`config.mk`:
```
export PLATFORM = sky130hd
export DESIGN_NAME = irq_req_latch
export DESIGN_NICKNAME = d
export VERILOG_FILES = /design/src/rtl/irq_req_latch_pkg.sv /design/src/rtl/irq_req_latch_pri_en.sv /design/src/rtl/irq_req_latch.sv
export SDC_FILE = /design/constraint.sdc
export NUM_CORES = 1
export LEC_CHECK = 0
export CAP_MARGIN = 25
export CORE_ASPECT_RATIO = 0.6
export CORE_MARGIN = 1
export CORE_UTILIZATION = 40
export DETAILED_ROUTE_END_ITERATION = 7
export GPL_ROUTABILITY_DRIVEN = 0
export PLACE_DENSITY = 0.8
export SLEW_MARGIN = 20
export SYNTH_ARGS = -nofsm -noshare
export SYNTH_HDL_FRONTEND = slang
export SYNTH_SLANG_ARGS = --single-unit
```
`constraint.sdc`:
```
create_clock -name clk -period 2 [get_ports clk]
set_input_delay 0.4 -clock clk [delete_from_list [all_inputs] [get_ports clk]]
set_output_delay 0.4 -clock clk [all_outputs]
set_load 0.05 [all_outputs]
```
`src/rtl/irq_req_latch_pkg.sv`:
```
// Shared definitions for the interrupt request front-end.
//   NSRC     : number of request sources
//   IDW      : width of a source ID
//   state_t  : offer FSM state (IDLE / OFFER)
//   id_onehot: expands a source ID into its one-hot bit vector
package irq_req_latch_pkg;

  localparam int NSRC = 8;
  localparam int IDW  = 3;

  typedef enum logic {
    IDLE  = 1'b0,
    OFFER = 1'b1
  } state_t;

  function automatic logic [NSRC-1:0] id_onehot(input logic [IDW-1:0] id);
    logic [NSRC-1:0] v;
    v = '0;
    v[id] = 1'b1;
    return v;
  endfunction

endpackage

```
`src/rtl/irq_req_latch_pri_en.sv`:
```
// pri_en: 8-input priority encoder.
//   i     in  NSRC  request vector
//   out   out IDW   index of the highest set bit (0 when none set)
//   valid out 1     at least one bit of i is set
// Bit NSRC-1 has the highest priority.
module pri_en
  import irq_req_latch_pkg::*;
(
  input  logic [NSRC-1:0] i,
  output logic [IDW-1:0]  out,
  output logic            valid
);

  // Ascending scan: the last set bit seen is the highest one.
  always_comb begin
    out   = '0;
    valid = 1'b0;
    for (int b = 0; b < NSRC; b++) begin
      if (i[b]) begin
        out   = IDW'(b);
        valid = 1'b1;
      end
    end
  end

endmodule

```
`src/rtl/irq_req_latch.sv`:
```
// irq_req_latch: interrupt request front-end.
// Detects rising edges on the request lines, latches them as pending,
// and offers the highest-priority unmasked pending source ID downstream.
//   clk       in  1  clock, rising edge
//   rst_n     in  1  synchronous active-low reset
//   req       in  8  raw request lines (0->1 between samples = one event)
//   mask      in  8  1 = source may be offered; masked sources still latch
//   irq_id    out 3  offered source ID (7 = highest priority)
//   irq_valid out 1  irq_id holds a live offer
//   irq_ready in  1  consumer accepts the offer
//   pend      out 8  pending register
//   ovr       out 8  sticky overrun flags
//   ovr_clr   in  1  clears all overrun flags
//
// Handshake: a transfer happens at a rising edge where irq_valid and
// irq_ready are both 1. While irq_valid is 1, irq_id is frozen until that
// transfer; irq_valid never depends combinationally on irq_ready.
module irq_req_latch
  import irq_req_latch_pkg::*;
(
  input  logic            clk,
  input  logic            rst_n,
  input  logic [NSRC-1:0] req,
  input  logic [NSRC-1:0] mask,
  output logic [IDW-1:0]  irq_id,
  output logic            irq_valid,
  input  logic            irq_ready,
  output logic [NSRC-1:0] pend,
  output logic [NSRC-1:0] ovr,
  input  logic            ovr_clr
);

  state_t          state_q;
  state_t          state_d;
  logic [NSRC-1:0] req_q;
  logic [NSRC-1:0] new_ev;
  logic [NSRC-1:0] elig;
  logic [IDW-1:0]  win_id;
  logic            win_valid;
  logic            load;
  logic [NSRC-1:0] load_clr;

  assign new_ev   = req & ~req_q;
  assign elig     = pend & mask;
  assign load_clr = load ? id_onehot(win_id) : '0;

  pri_en u_pri_en (
    .i     (elig),
    .out   (win_id),
    .valid (win_valid)
  );

  // FSM state register.
  always_ff @(posedge clk) begin
    if (!rst_n) state_q <= IDLE;
    else        state_q <= state_d;
  end

  // FSM next state and load decision. A load happens whenever the offer
  // slot is free (IDLE) or being vacated by a handshake this edge.
  always_comb begin
    state_d = state_q;
    load    = 1'b0;
    case (state_q)
      IDLE: begin
        if (win_valid) begin
          load    = 1'b1;
          state_d = OFFER;
        end
      end
      OFFER: begin
        if (irq_ready) begin
          if (win_valid) load    = 1'b1;
          else           state_d = IDLE;
        end
      end
      default: state_d = IDLE;
    endcase
  end

  // FSM outputs: a decode of the state register only.
  always_comb begin
    irq_valid = (state_q == OFFER);
  end

  // Datapath: edge history, offered ID, pending and overrun registers.
  // A new edge on a bit being cleared this edge re-arms it (set wins) and
  // is not an overrun; an overrun also beats a simultaneous ovr_clr.
  always_ff @(posedge clk) begin
    if (!rst_n) begin
      req_q  <= '0;
      irq_id <= '0;
      pend   <= '0;
      ovr    <= '0;
    end else begin
      req_q <= req;
      if (load) irq_id <= win_id;
      pend <= (pend & ~load_clr) | new_ev;
      ovr  <= (ovr_clr ? '0 : ovr) | (new_ev & pend & ~load_clr);
    end
  end

endmodule

```
==> impl_metrics.yaml <==
run_status:
  status: "finished, violations left"
  failed_checks: "DRC"
final_layout:
  fillCellCount: 216
  area_growth_pct: 46.7
  drive_above_1_share: 0.126
  fin_nets: 180
  final_common_cell: "clkdlybuf4s50_1"
  diodes: 0
  mostFrequentLayoutCells: "clkdlybuf4s50_1, dfxtp_1, nand2_1, and2_1, buf_4"
  finish.utilization: 0.637
  final_area_mm2: 0.00165
sta:
  whs_ns: 0.465
  rsz0062_at_grt: "no"
  setup_viol: 0
  timing.fmax_mhz: 513
  period_share: 0.974
  fin_skew_ns: 0.00393
  worst_slack_ns: 0.0515
  period_needed_ns: 1.95
  slew_violations: 0
  tightest_slew_ns: 0.621
  totalNegativeSetupSlack_ns: 0
  hold_viol: 0
  maxSlewHeadroom: 0.584
synthesis:
  ys_ff_latch: 28
  ys_warn_count: 0
  avgSynthCellArea_um2: 9.87
  synth_cell_types: 31
  syn_area_mm2: 0.00112
  seq_area_frac_synth: 0.498
  synthesis.nets: 134
  synth_cells: 114
clock_network:
  cts_tree: "built"
  clockRootBuffer: "clkbuf_8"
  cts_setup_buffers: 0
  cts_num_sinks: 28
  clk_pin_slew_ns: 0.09
  cts_max_level: 1
  cts_resized: 0
  ctsHoldBuffers: 0
  numCtsBuffers: 3
  insertion_delay_ns: 0.27
  clock_path_buffers: 2
floorplanning:
  fp.dieH_um: 43.1
  die_x_um: 70.5
  initial_utilization: 0.434
  row_count: 14
  die-area_mm2: 0.00304
  io_pins: 40
  coreArea_mm2: 0.00259
drt:
  via_count: 1023
  drt_iter0_drc: 55
  remaining_drc_errors: 6
  wire_per_inst_um: 14.6
  antenna_left: 0
  dr.pass1.iters: 6
  vias_per_cell: 5.36
  wl_mm: 2.79
placed_design:
  pre_cts_ws_ns: -0.0308
  dpl.hpwl_mm: 2.06
  place_area_mm2: 0.00158
  io_buffers: 39
worst_setup_path:
  worstPathRequired_ns: 1.60
  path_buf_inv: 1
  crit_fanout: 5
  worst_setup_path_end_kind: "output port"
  cp-start-kind: "flip-flop"
  arrival_ns: 1.55
  critPathKind: "flip-flop to output port"
  cpMaxStageDelayCell: "clkdlybuf4s50_1"
  crit_chain: "clkdlybuf4s50_1"
  crit_family: "buffers and inverters"
  slowest_delay_ns: 0.85
pwr:
  power_leakage_nw: 0.674
  vdd_drop_max_mv: 0.454
  p_per_area_mw_per_mm2: 898
min_path:
  hold_class: "flip-flop to flip-flop"
global_routing:
  grtUsageTotal: 0.189
  grt_pass1_vias: 945
  grt_pass1_wl_mm: 4.24
  grt-ovfl-total: 0
  antenna_found_initial: 0
  grt_max_degree: 17
job:
  drv_cap: 0
## kinds of logic (layout without fill, tap and decap cells)
logic type | count (synthesis) | in the layout | share of synthesized area
AOI/OAI and AO/OA | 36 | 36 | 0.273
and+or+nand+nor | 43 | 43 | 0.206
DFF | 28 | 28 | 0.498
buffers and inverters | 7 | 52 | 0.0234
## report_power, final
part           switching (mW)  internal (mW)  total [mW]
clock network           0.174          0.268       0.442
logic                   0.242          0.164       0.407
registers              0.0322          0.602       0.634
total                   0.449           1.03        1.48
## sequential cells by signal, summed over array words and instances (netlist names)
name,flops
irq_valid,1
ovr,8
irq_id,3
req_q,8
pend,8
## synthesized netlist by cell type
library cell,instances,area share
clkbuf_1,3,0.010
o211ai_1,1,0.0067
nor3b_2,1,0.011
a31oi_2,1,0.011
nand3b_1,3,0.020
a211o_1,2,0.016
a21oi_1,5,0.022
a22oi_2,2,0.022
o31ai_2,3,0.033
o31ai_1,1,0.0067
a22oi_1,2,0.013
and3_4,1,0.010
o21ai_1,2,0.0089
nand2b_1,4,0.022
nand3_1,2,0.0089
o21a_4,1,0.013
o21a_1,1,0.0067
nor2b_1,3,0.017
a31o_1,1,0.0078
nand2_1,15,0.050
a21o_1,4,0.027
dfxtp_1,28,0.50
a211oi_1,3,0.020
a22o_1,2,0.016
and2_1,8,0.044
a32o_1,3,0.027
a21boi_1,1,0.0067
nor2_1,5,0.017
o211a_1,1,0.0089
nand2_2,1,0.0056
inv_1,4,0.013
## through the flow
step	total power, mW	cells
2_1_floorplan	0.895	114
3_3_place_gp	1.04	187
3_5_place_dp	1.05	187
4_1_cts	1.49	191
5_1_grt	1.55	191
6_report	1.48	191
## worst register-to-register path, stage by stage, from the launching register on
cell and delay [ns]:
dfxtp_1 0.42, nand2_1 0.09, a32o_1 0.30, a31oi_2 0.34
a21oi_1 0.14, a22o_1 0.21
## per-layer routing
layer,part of all wire,up-vias,track usage
met4,0.0083,0,0.0612
met3,0.064,4,0.0665
met2,0.47,42,0.315
met5,0,-,0
met1,0.46,481,0.230
li1,-,496,-
## layout make-up
class | instances | area (um^2) | area share
clock buffers | 3 | 41.3 | 0.0250
well taps | 32 | 40.0 | 0.0243
multi-input cells | 79 | 538 | 0.326
clock inverters | 1 | 30.0 | 0.0182
inverters | 4 | 15.0 | 0.00910
flip-flops and latches | 28 | 561 | 0.340
repair buffers | 44 | 425 | 0.258
## path summary, 6_finish.rpt
check                             start  cells past startpoint       to  slack [ns]
worst max register to register  pend[2]                      5   ovr[0]        0.40
worst max-delay path            pend[5]                      1  pend[5]        0.05
worst min register to register   ovr[3]                      1   ovr[3]        0.47
worst min-delay path             ovr[3]                      1   ovr[3]        0.47
(Power assumes the default switching activity.)
